`src/rtl/apb_pkg.sv`:
```
// Shared state encoding and default bus widths for the arbitrated APB master.
package apb_pkg;
    localparam int APB_ADDR_W = 8;
    localparam int APB_DATA_W = 8;

    typedef enum logic [1:0] {IDLE, SETUP, ACCESS} apb_state_t;
endpackage

```
`src/rtl/apb_rr_arbiter.sv`:
```
// Two-way round-robin arbiter; the last-grant pointer moves only when a grant is taken.
module apb_rr_arbiter
    import apb_pkg::*;
(
    input  logic       i_clk,
    input  logic       i_rst,
    input  logic [1:0] i_req_valid,
    input  logic       i_grant_en,
    output logic       o_winner,
    output logic       o_any_valid
);
    logic r_last;
    logic w_winner;

    // Pointer resets to 1 so requester 0 takes the first tie.
    always_comb begin
        w_winner = i_req_valid[1];
        if (i_req_valid == 2'b11) w_winner = ~r_last;
    end

    always_ff @(posedge i_clk) begin
        if (i_rst)           r_last <= 1'b1;
        else if (i_grant_en) r_last <= w_winner;
    end

    assign o_winner    = w_winner;
    assign o_any_valid = |i_req_valid;
endmodule

```
`src/rtl/apb_arb_master.sv`:
```
// APB master serving two local requesters: arbitrates, runs SETUP/ACCESS with a
// bounded PREADY wait, and returns read data or a timeout error to the winner.
module apb_arb_master
    import apb_pkg::*;
#(
    parameter int ADDR_WIDTH = APB_ADDR_W,
    parameter int DATA_WIDTH = APB_DATA_W,
    parameter int TIMEOUT    = 16
) (
    input  logic                    PCLK,
    input  logic                    PRESET,
    input  logic [1:0]              REQ_VALID,
    input  logic [1:0]              REQ_WRITE,
    input  logic [2*ADDR_WIDTH-1:0] REQ_ADDR,
    input  logic [2*DATA_WIDTH-1:0] REQ_WDATA,
    output logic [1:0]              REQ_ACCEPT,
    output logic [1:0]              RSP_VALID,
    output logic                    RSP_ERR,
    output logic [DATA_WIDTH-1:0]   RSP_RDATA,
    output logic                    BUSY,
    output logic                    PSEL,
    output logic                    PENABLE,
    output logic                    PWRITE,
    output logic [ADDR_WIDTH-1:0]   PADDR,
    output logic [DATA_WIDTH-1:0]   PWDATA,
    input  logic [DATA_WIDTH-1:0]   PRDATA,
    input  logic                    PREADY
);
    localparam int               CNT_W    = $clog2(TIMEOUT + 1);
    localparam logic [CNT_W-1:0] CNT_LAST = CNT_W'(TIMEOUT - 1);
    localparam logic [CNT_W-1:0] CNT_MAX  = CNT_W'(TIMEOUT);

    apb_state_t r_state, w_state_nxt;
    logic                  r_grant;
    logic [CNT_W-1:0]      r_cnt;
    logic                  r_psel, r_penable, r_pwrite, r_rsp_err;
    logic [ADDR_WIDTH-1:0] r_paddr;
    logic [DATA_WIDTH-1:0] r_pwdata, r_rsp_rdata;
    logic [1:0]            r_accept, r_rsp_valid;

    logic                  w_psel_nxt, w_penable_nxt, w_grant_en;
    logic                  w_done_ok, w_done_tmo, w_winner, w_any;
    logic [1:0]            w_accept_nxt, w_rsp_valid_nxt;
    logic [1:0][ADDR_WIDTH-1:0] w_req_addr;
    logic [1:0][DATA_WIDTH-1:0] w_req_wdata;

    assign w_req_addr  = REQ_ADDR;
    assign w_req_wdata = REQ_WDATA;

    apb_rr_arbiter u_arb (
        .i_clk       (PCLK),
        .i_rst       (PRESET),
        .i_req_valid (REQ_VALID),
        .i_grant_en  (w_grant_en),
        .o_winner    (w_winner),
        .o_any_valid (w_any)
    );

    // Next-state logic also yields the next value of every registered output,
    // so each output is visible in the same cycle as the state it belongs to.
    always_comb begin
        w_state_nxt     = r_state;
        w_grant_en      = 1'b0;
        w_psel_nxt      = 1'b0;
        w_penable_nxt   = 1'b0;
        w_accept_nxt    = 2'b00;
        w_rsp_valid_nxt = 2'b00;
        w_done_ok       = 1'b0;
        w_done_tmo      = 1'b0;
        case (r_state)
            IDLE: begin
                if (w_any) begin
                    w_grant_en             = 1'b1;
                    w_state_nxt            = SETUP;
                    w_psel_nxt             = 1'b1;
                    w_accept_nxt[w_winner] = 1'b1;
                end
            end
            SETUP: begin
                w_state_nxt   = ACCESS;
                w_psel_nxt    = 1'b1;
                w_penable_nxt = 1'b1;
            end
            ACCESS: begin
                if (PREADY) begin
                    w_done_ok                = 1'b1;
                    w_state_nxt              = IDLE;
                    w_rsp_valid_nxt[r_grant] = 1'b1;
                end else if (r_cnt == CNT_LAST) begin
                    w_done_tmo               = 1'b1;
                    w_state_nxt              = IDLE;
                    w_rsp_valid_nxt[r_grant] = 1'b1;
                end else begin
                    w_psel_nxt    = 1'b1;
                    w_penable_nxt = 1'b1;
                end
            end
            default: w_state_nxt = IDLE;
        endcase
    end

    always_ff @(posedge PCLK) begin
        if (PRESET) begin
            r_state     <= IDLE;
            r_grant     <= 1'b0;
            r_cnt       <= '0;
            r_psel      <= 1'b0;
            r_penable   <= 1'b0;
            r_pwrite    <= 1'b0;
            r_paddr     <= '0;
            r_pwdata    <= '0;
            r_accept    <= 2'b00;
            r_rsp_valid <= 2'b00;
            r_rsp_err   <= 1'b0;
            r_rsp_rdata <= '0;
        end else begin
            r_state     <= w_state_nxt;
            r_psel      <= w_psel_nxt;
            r_penable   <= w_penable_nxt;
            r_accept    <= w_accept_nxt;
            r_rsp_valid <= w_rsp_valid_nxt;
            if (w_grant_en) begin
                r_grant  <= w_winner;
                r_pwrite <= REQ_WRITE[w_winner];
                r_paddr  <= w_req_addr[w_winner];
                r_pwdata <= w_req_wdata[w_winner];
            end
            // r_cnt holds the number of ACCESS cycles already completed.
            if (r_state != ACCESS)  r_cnt <= '0;
            else if (r_cnt != CNT_MAX) r_cnt <= r_cnt + CNT_W'(1);
            if (w_done_ok) begin
                r_rsp_err   <= 1'b0;
                r_rsp_rdata <= r_pwrite ? '0 : PRDATA;
            end else if (w_done_tmo) begin
                r_rsp_err   <= 1'b1;
                r_rsp_rdata <= '0;
            end
        end
    end

    assign REQ_ACCEPT = r_accept;
    assign RSP_VALID  = r_rsp_valid;
    assign RSP_ERR    = r_rsp_err;
    assign RSP_RDATA  = r_rsp_rdata;
    assign BUSY       = r_psel;
    assign PSEL       = r_psel;
    assign PENABLE    = r_penable;
    assign PWRITE     = r_pwrite;
    assign PADDR      = r_paddr;
    assign PWDATA     = r_pwdata;
endmodule

```
`config.mk`:
```
export PLATFORM = sky130hd
export DESIGN_NAME = apb_arb_master
export DESIGN_NICKNAME = d
export VERILOG_FILES = /design/src/rtl/apb_pkg.sv /design/src/rtl/apb_rr_arbiter.sv /design/src/rtl/apb_arb_master.sv
export SDC_FILE = /design/constraint.sdc
export NUM_CORES = 1
export LEC_CHECK = 0
export CORE_AREA = 2 2 67 69
export DETAILED_ROUTE_END_ITERATION = 10
export DIE_AREA = 0 0 69 71
export PLACE_DENSITY = 0.83
export SLEW_MARGIN = 15
export SYNTH_ARGS = -nofsm -noshare
export SYNTH_HDL_FRONTEND = slang
export SYNTH_HIERARCHICAL = 1
export SYNTH_SLANG_ARGS = --single-unit
```
`constraint.sdc`:
```
create_clock -name PCLK -period 3.08 [get_ports PCLK]
set_input_delay 0.77 -clock PCLK [delete_from_list [all_inputs] [get_ports PCLK]]
set_output_delay 0.77 -clock PCLK [all_outputs]
set_load 0.02 [all_outputs]
```
==> results of run 1 <==
-- cell type report --
type	instances	area share
timing repair buffer	82	0.298
tap	52	0.0239
sequential	41	0.301
multi-input combinational	118	0.324
clock inverter	3	0.0170
clock buffer	5	0.0252
inverter	7	0.0106
-- routing by layer --
layer  up-vias  GRT usage  routed length (microns)
met3         7     0.0741                      346
li1        775          -                        -
met1       652      0.201                     1740
met5         -          0                        0
met4         0     0.0588                       63
met2        58      0.280                     1720
-- kinds of logic after synthesis --
kind of cell | share of synthesized area
buffers and inverters | 0.0575
muxes | 0.111
AOI/OAI and AO/OA | 0.163
DFF | 0.455
and+or+nand+nor | 0.137
xor gates and xnor gates | 0.0146
adders and majority gates | 0.0624
-- layout by cell type, fill, tap and decap left out, types with 2 or more instances in the layout --
cell / netlist / routed
nor3b_1: 3 / 3
xnor2_1: 2 / 2
dfxtp_1: 41 / 41
a211oi_1: 10 / 10
a22oi_1: 8 / 8
a21oi_1: 5 / 5
ha_1: 9 / 9
nor2_1: 30 / 30
nor2b_1: 2 / 2
mux2i_1: 20 / 20
inv_1: 6 / 6
a211oi_2: 9 / 9
clkdlybuf4s50_1: 0 / 79
nand2b_1: 5 / 5
nand2_1: 2 / 2
buf_4: 4 / 3
nor3_1: 2 / 2
clkbuf_8: 0 / 5
-- worst max path at each step --
stage	slack (ns)	to	depth (start not counted)	startpoint
finish	1.01	PWRITE	1	PWRITE
floorplan	1.26	u_arb/r_last	5	REQ_VALID[1]
global route	0.97	PWRITE	1	PWRITE
detailed placement	0.78	u_arb/r_last	6	REQ_VALID[0]
global placement	0.84	u_arb/r_last	6	REQ_VALID[0]
CTS	0.99	PWRITE	1	PWRITE
-- state kept, by name, summed over array words and instances (netlist names) --
register,flops
RSP_RDATA,8
u_arb/r_last,1
PWRITE,1
PENABLE,1
r_cnt,5
REQ_ACCEPT,2
RSP_VALID,2
PWDATA,8
r_state,2
r_grant,1
RSP_ERR,1
PADDR,8
BUSY,1
-- power by group through the flow --
stage | logic [mW] | registers, mW | clock network [mW]
finish | 0.531 | 0.647 | 0.435
global route | 0.582 | 0.657 | 0.464
CTS | 0.538 | 0.648 | 0.446
detailed placement | 0.536 | 0.658 | 0
global placement | 0.525 | 0.660 | 0
floorplan | 0.255 | 0.728 | 0
-- cell usage after synthesis, drive strengths merged --
cell	n	area, sq um
a211oi	19	188
and3b	1	8.76
mux2i	20	200
nor3	2	10.0
inv	7	28.8
buf	9	67.6
or2	2	12.5
nor2	30	113
nand2	3	13.8
a21boi	1	7.51
a22oi	8	60.1
nor3b	3	22.5
a21oi	5	25.0
dfxtp	41	821
ha	9	113
nor2b	2	12.5
nand2b	5	31.3
clkbuf	2	7.51
and4bb	1	12.5
xor2	1	8.76
and3	1	6.26
o21ai	1	5.00
a211o	1	8.76
xnor2	2	17.5
nand3	1	5.00
-- metrics by stage --
stage / cell area [sq um] / util / power, mW / std cells
after floorplan: 1810 / - / 0.983 / 177
after global placement: 2610 / 0.621 / 1.18 / 300
after detailed placement: 2610 / 0.621 / 1.19 / 300
after CTS: 2730 / 0.649 / 1.63 / 308
after global routing: 2730 / 0.649 / 1.70 / 308
final: 2730 / 0.649 / 1.61 / 308
==> metrics.md, run 1 <==
| Metric | Value |
|---|---|
| Worst-case hold slack | `0.471 ns` |
| Hold Path Depth | `1` |
| Root Buffer Master | `clkbuf_8` |
| Residual DRC | `0` |
| Final period util | `0.673` |
| Syn Area/Cell | `roughly 10 sq um` |
| Resized Gates After CTS | `0` |
| CP max stage delay | `~0.63 ns` |
| Die Ht | `71 microns` |
| Unrepaired setup endpoints after global routing | `no` |
| Fin crit period | `2.07 ns` |
| Die footprint | `4900 sq um` |
| Register area | `821 sq um` |
| Buf/Inv on CP | `1` |
| IO Pins | `80` |
| Multi-input gate area | `885 sq um` |
| Min setup slack post-route | `approximately 1.0 ns` |
| Layout cells sized above 1 | `0.0938` |
| FP Rows | `24` |
| DP HPWL | `between 2 and 3 mm` |
| H-tree levels | `2` |
| First-pass GRT wire length | `about 6.7 mm` |
| Syn Nets | `between 200 and 250` |
| Syn. warnings | `6` |
| Internal Power | `1.11 mW` |
| Cell Pwr Density | `between 500 and 600 nW/um^2` |
| Die Width | `between 60 and 70 microns` |
| Clock Path Buffers | `2` |
| Vias/cell | `4.84` |
| Crit path max-delay family | `buffers and inverters` |
| CTS sink count | `roughly 40` |
| Tot GR Track Use | `0.171` |
| Antenna-violating nets left | `0` |
| Reg2Reg Depth | `6` |
| Drt first pass iters | `4` |
| Critical Path Start Type | `flop` |
| CP endpoint kind | `output pin` |
| Max Fanout on Critical Path | `3` |
| Starting Density | `0.429` |
| Sequential share of power | `0.401` |
| Gpl congestion | `0.835` |
| Setup CP Type | `flop to output pin` |
| WL final | `3.87 mm` |
| CTS Hold Bufs | `0` |
| Total negative slack | `0 ns` |
| Clk_skew | `0.00703 ns` |
| Final Max Slew Viols | `0` |
| DR vias | `between 1,000 and 1,500` |
| R2r startpoint | `r_cnt[1]` |
| FILL cells | `between 300 and 400` |
| CTS Buf Count | `5` |
| Remaining Overflow, GRT | `0` |
| Drt wl/cell | `12.6 microns` |
| Reg2Reg Setup Slack | `around 1.3 ns` |
| MaxCap Viol Count | `0` |
| Worst skew pair latency | `0.30 ns` |
| First-iteration detailed-routing DRC count | `56` |
| Post-synthesis cell area | `1810 sq um` |
| Slew at the pin closest to its max-slew limit | `around 0.64 ns` |
| Sequential share of the synthesized area | `0.455` |
| Critical R2R Capture | `RSP_RDATA[6]` |
| Area delta synth->final | `51.1%` |
| Final setup fails | `0` |
| Slowest CP cell | `clkdlybuf4s50_1` |
| Outcome | `completed` |
| Comb power frac | `0.329` |
| Initial antenna violation count | `0` |
| Req. time, crit path | `2.31 ns` |
| Number of global-route vias before repair | `1,524` |
| Switching pwr | `0.507 mW` |
| # diodes | `0` |
| Max Freq | `482 MHz` |
| Hold Path Class | `flop to flop` |
| Relative slew margins | `0.569` |
| Leakage | `just over 1 nW` |
| Hold EP | `RSP_VALID[0]` |
| Post-synthesis register bit count | `41` |
| Setup Fix Bufs, Post-CTS | `0` |
| Nets | `311` |
| Largest net degree at the start of global routing | `38` |
| Cell variety after synth | `31` |
| Clock Power Share | `0.270` |
| Crit-path cells | `clkdlybuf4s50_1` |
| Peak supply drop | `about 0.00033 V` |
| Hold Vio Cnt, Final | `0` |
| Worst min-delay path startpoint | `r_grant` |
| Pre-CTS WS | `0.781 ns` |
| CTS tree | `done` |
| Core area | `4200 sq um` |
| Sw Share | `0.314` |
| CP arrival | `1.30 ns` |
| Worst-path clk slew | `0.08 ns` |
| Port bufs | `79` |
| Cells after Synth | `177` |
Note: power is estimated with default switching activity, not from simulation.
==> inputs of run 2 (changes only) <==
--- a/config.mk
+++ b/config.mk
@@ -5,10 +5,10 @@
 export SDC_FILE = /design/constraint.sdc
 export NUM_CORES = 1
 export LEC_CHECK = 0
-export CORE_AREA = 2 2 67 69
+export CORE_AREA = 2 2 73 75
 export DETAILED_ROUTE_END_ITERATION = 10
-export DIE_AREA = 0 0 69 71
-export PLACE_DENSITY = 0.83
+export DIE_AREA = 0 0 75 77
+export PLACE_DENSITY = 0.74
 export SLEW_MARGIN = 15
 export SYNTH_ARGS = -nofsm -noshare
 export SYNTH_HDL_FRONTEND = slang
==> constraint.sdc (replaced) <==
create_clock -name PCLK -period 1.81 [get_ports PCLK]
set_input_delay 0.4525 -clock PCLK [delete_from_list [all_inputs] [get_ports PCLK]]
set_output_delay 0.4525 -clock PCLK [all_outputs]
set_load 0.02 [all_outputs]
==> metrics.md, run 2 (synthesized netlist as in run 1, its figures left out) <==
| Metric | Value |
|---|---|
| Clock Path Buffers | `2` |
| Vias/cell | `4.62` |
| Leakage | `1.06 nW` |
| Residual DRC | `0` |
| Outcome | `completed` |
| WL final | `3.93 mm` |
| Max Freq | `576 MHz` |
| Die Width | `75 microns` |
| Tot GR Track Use | `0.148` |
| Max Fanout on Critical Path | `3` |
| Core area | `4980 sq um` |
| CTS Hold Bufs | `0` |
| Sw Share | `0.314` |
| Final setup fails | `0` |
| Crit path max-delay family | `buffers and inverters` |
| Most crowded layer after global routing | `met2` |
| Worst skew pair latency | `0.29 ns` |
| Remaining Overflow, GRT | `0` |
| R2r startpoint | `r_cnt[1]` |
| Cell Pwr Density | `948 nW/um^2` |
| Placed Cells | `324` |
| Sequential share of power | `0.415` |
| Placed Instance Area | `2720 sq um` |
| DP HPWL | `3.02 mm` |
| Slew at the pin closest to its max-slew limit | `between 0.3 and 0.4 ns` |
| Worst min-delay path startpoint | `r_grant` |
| Commonest non-fill, non-tap cell in the layout | `clkdlybuf4s50_1` |
| Drt wl/cell | `11.8 microns` |
| Hold Vio Cnt, Final | `0` |
| Reg2Reg Depth | `6` |
| Met2 usage | `0.231` |
| Area delta synth->final | `55.2%` |
| Antenna-violating nets left | `0` |
| Clk_skew | `0.00285 ns` |
| Switching pwr | `around 0.83 mW` |
| Post-route insts no fill | `332` |
| Final period util | `0.958` |
| CP Depth | `1` |
| Hold EP | `RSP_VALID[0]` |
| Critical Path Start Type | `flop` |
| CTS Buf Count | `5` |
| CTS sink count | `41` |
| Hold Path Class | `flop to flop` |
| Relative slew margins | `0.736` |
| H-tree levels | `2` |
| Port bufs | `between 70 and 80` |
| FP Rows | `26` |
| Met1 Usage GRT | `0.174` |
| Worst-path clk slew | `~0.070 ns` |
| Starting Density | `0.363` |
| Layout cells sized above 1 | `0.107` |
| Peak supply drop | `~0.00048 V` |
| CP arrival | `1.28 ns` |
| DR vias | `1,534` |
| Comb power frac | `0.375` |
| Unrepaired setup endpoints after global routing | `no` |
| Clock Power Share | `0.210` |
| Critical R2R Capture | `RSP_RDATA[0]` |
| CP endpoint kind | `output pin` |
| Die footprint | `5780 sq um` |
| Slowest CP cell | `clkdlybuf4s50_1` |
| Hold Path Depth | `1` |
| Initial antenna violation count | `0` |
| Final Max Slew Viols | `0` |
| IO Pins | `80` |
| Buf/Inv on CP | `1` |
| Drt first pass iters | `4` |
| Nets | `317` |
| # diodes | `0` |
| CTS tree | `done` |
| First-pass GRT wire length | `6.63 mm` |
| Die Ht | `77 microns` |
| Finished Cell Area | `around 2800 sq um` |
| Internal Power | `1.82 mW` |
| Reg2Reg Setup Slack | `0.17 ns` |
| Crit-path cells | `clkdlybuf4s50_1` |
| Crit path from | `PWRITE` |
| Met3 usage | `0.0683` |
| Gpl congestion | `0.670` |
| Fin crit period | `1.73 ns` |
| MaxCap Viol Count | `0` |
| Largest net degree at the start of global routing | `22` |
| Req. time, crit path | `between 1 and 1.5 ns` |
| Number of global-route vias before repair | `between 1,000 and 1,500` |
| Setup CP Type | `flop to output pin` |
| CP max stage delay | `0.64 ns` |
| First-iteration detailed-routing DRC count | `49` |
| Most frequent cells in the layout | `79 x clkdlybuf4s50_1, 41 x dfxtp_1, 30 x nor2_1, 20 x mux2i_1, 10 x a211oi_1` |
| Root Buffer Master | `clkbuf_8` |
[run 2: through the flow]
stage	hold slack [ns]	setup WS, ns	total power [mW]	util	TNS, ns
6_report	0.469	0.0751	2.66	0.563	0
5_1_grt	0.508	0.0184	2.82	0.563	0
4_1_cts	0.477	0.0619	2.69	0.563	0
3_5_place_dp	0.464	-0.0590	2.13	0.546	-0.176
3_3_place_gp	0.466	0.00676	2.11	0.546	0
2_1_floorplan	0.416	0.283	1.67	-	0
[run 2: worst max path at each step]
stage / to
detailed placement: PADDR[0]
finish: PWRITE
floorplan: RSP_RDATA[0]
global route: PWRITE
CTS: PWRITE
global placement: PADDR[1]
[run 2: area by class of cell]
class	instances	area, sq um
repair buffers	88	896
inverters	7	28.8
fillers	463	2180
clock buffers	8	80.1
flip-flops and latches	41	821
multi-input cells	118	888
well taps	70	87.6
[run 2: metal layers]
metal	up-vias	routed length (microns)
met2	58	1830
met5	-	0
met1	688	1650
met4	0	66
li1	784	-
met3	4	380
[run 2: power by group through the flow]
stage / registers [mW] / clock network, mW / logic [mW]
final: 1.10 / 0.557 / 0.997
after global placement: 1.12 / 0 / 0.990
after global routing: 1.12 / 0.616 / 1.09
after CTS: 1.10 / 0.579 / 1.01
after floorplan: 1.24 / 0 / 0.434
after detailed placement: 1.12 / 0 / 1.01
[run 2: timing repair]
action,4_1_cts,5_1_grt
gates resized for setup,1,0
setup endpoints to repair,7,0
buffers inserted,0,0
==> inputs of run 3 (changes only) <==
--- a/config.mk
+++ b/config.mk
@@ -8,7 +8,8 @@
 export CORE_AREA = 2 2 73 75
 export DETAILED_ROUTE_END_ITERATION = 10
 export DIE_AREA = 0 0 75 77
-export PLACE_DENSITY = 0.74
+export GPL_TIMING_DRIVEN = 0
+export PLACE_DENSITY_LB_ADDON = 0.15
 export SLEW_MARGIN = 15
 export SYNTH_ARGS = -nofsm -noshare
 export SYNTH_HDL_FRONTEND = slang
==> metrics.md, run 3 (synthesized netlist as in run 1, its figures left out) <==
| Metric | Value |
|---|---|
| WL final | `slightly above 4 mm` |
| Total negative slack | `0 ns` |
| Remaining Overflow, GRT | `0` |
| Tot GR Track Use | `0.160` |
| Peak supply drop | `0.000479 V` |
| Worst-path clk slew | `0.08 ns` |
| MaxCap Viol Count | `0` |
| Setup CP Type | `flop to output pin` |
| Residual DRC | `0` |
| Drt first pass iters | `4` |
| Cell Pwr Density | `1040 nW/um^2` |
| Layout cells sized above 1 | `0.114` |
| Root Buffer Master | `clkbuf_8` |
| DR vias | `1,542` |
| Die Ht | `~77 microns` |
| Crit path max-delay family | `buffers and inverters` |
| Req. time, crit path | `1.36 ns` |
| CP max stage delay | `0.63 ns` |
| Leakage | `1.09 nW` |
| CTS sink count | `41` |
| Pre-CTS WS | `-0.219 ns` |
| Number of global-route vias before repair | `between 1,500 and 2,000` |
| Max Freq | `573 MHz` |
| CP endpoint kind | `output pin` |
| Crit-path cells | `clkdlybuf4s50_1` |
| FP Rows | `26` |
| Max Fanout on Critical Path | `3` |
| CP arrival | `~1.3 ns` |
| Drt wl/cell | `~12 microns` |
| # diodes | `0` |
| First-iteration detailed-routing DRC count | `63` |
| Fin crit period | `1.75 ns` |
| Clk_skew | `0.0102 ns` |
| CTS tree | `done` |
| Total Power | `2.93 mW` |
| Relative slew margins | `0.697` |
| Final setup fails | `0` |
| Slew at the pin closest to its max-slew limit | `around 0.45 ns` |
| Nets | `319` |
| Starting Density | `0.363` |
| Slowest CP cell | `clkdlybuf4s50_1` |
| Worst-case hold slack | `between 0.4 and 0.5 ns` |
| Hold Path Class | `flop to flop` |
| Core area | `4980 sq um` |
| Final period util | `0.964` |
| Clock Path Buffers | `2` |
| Buf/Inv on CP | `1` |
| DP HPWL | `3.18 mm` |
| Die Width | `75 microns` |
| FILL cells | `between 400 and 500` |
| IO Pins | `80` |
| Port bufs | `79` |
| Antenna-violating nets left | `0` |
| Critical Path Start Type | `flop` |
| First-pass GRT wire length | `approximately 7.1 mm` |
| H-tree levels | `2` |
| Area delta synth->final | `56.5%` |
| Most frequent cells in the layout | `78 x clkdlybuf4s50_1, 41 x dfxtp_1, 30 x nor2_1, 20 x mux2i_1, 10 x a211oi_1` |
| Initial antenna violation count | `0` |
| Outcome | `completed` |
| Gpl congestion | `0.789` |
| Final Max Slew Viols | `0` |
| Hold Vio Cnt, Final | `0` |
| Vias/cell | `between 4 and 5` |
| Commonest non-fill, non-tap cell in the layout | `clkdlybuf4s50_1` |
| Unrepaired setup endpoints after global routing | `no` |
| Die footprint | `around 5800 sq um` |
| CTS Buf Count | `5` |
| Largest net degree at the start of global routing | `14` |
| Worst skew pair latency | `0.30 ns` |
| Min setup slack post-route | `0.0648 ns` |
-- run 3: timing repair --
action / CTS / global route
buffers inserted: 0 / 0
resized for setup: 0 / 3
setup endpoints to repair: 0 / 10
hold buffers: 0 / 0
-- run 3: worst paths after layout --
check | from | to | slack (ns) | cells after the start
worst min-delay path | r_grant | RSP_VALID[0] | 0.49 | 1
worst max-delay path | PWRITE | PWRITE | 0.06 | 1
worst max register to register | r_cnt[1] | BUSY | 0.14 | 6
worst min register to register | r_grant | RSP_VALID[0] | 0.49 | 1
-- run 3: report_power, final --
group	total (mW)	switching (mW)	internal, mW	leakage [nW]
combinational	0.966	0.486	0.480	0.688
sequential	1.09	0.0675	1.03	0.336
clock	0.868	0.320	0.548	0.0681
-- run 3: stage by stage --
step / utilization / instances / area [sq um]
floorplan: - / 177 / 1810
global placement: 0.539 / 326 / 2680
detailed placement: 0.539 / 326 / 2680
CTS: 0.566 / 334 / 2820
global route: 0.568 / 334 / 2830
finish: 0.568 / 334 / 2830
-- run 3: area by class of cell --
cell class,instances,area [sq um],share of cell area
timing repair buffer,79,793,0.281
multi-input combinational,118,885,0.313
tap,70,87.6,0.0310
inverter,7,28.8,0.0102
clock buffer,5,68.8,0.0243
clock inverter,3,65.1,0.0230
sequential,41,821,0.290
buffer,11,77.6,0.0274
-- run 3: metal layers --
metal	wire length, microns	GRT usage
met1	1760	0.194
met2	1910	0.243
met3	343	0.0473
met4	106	0.0946
met5	0	0
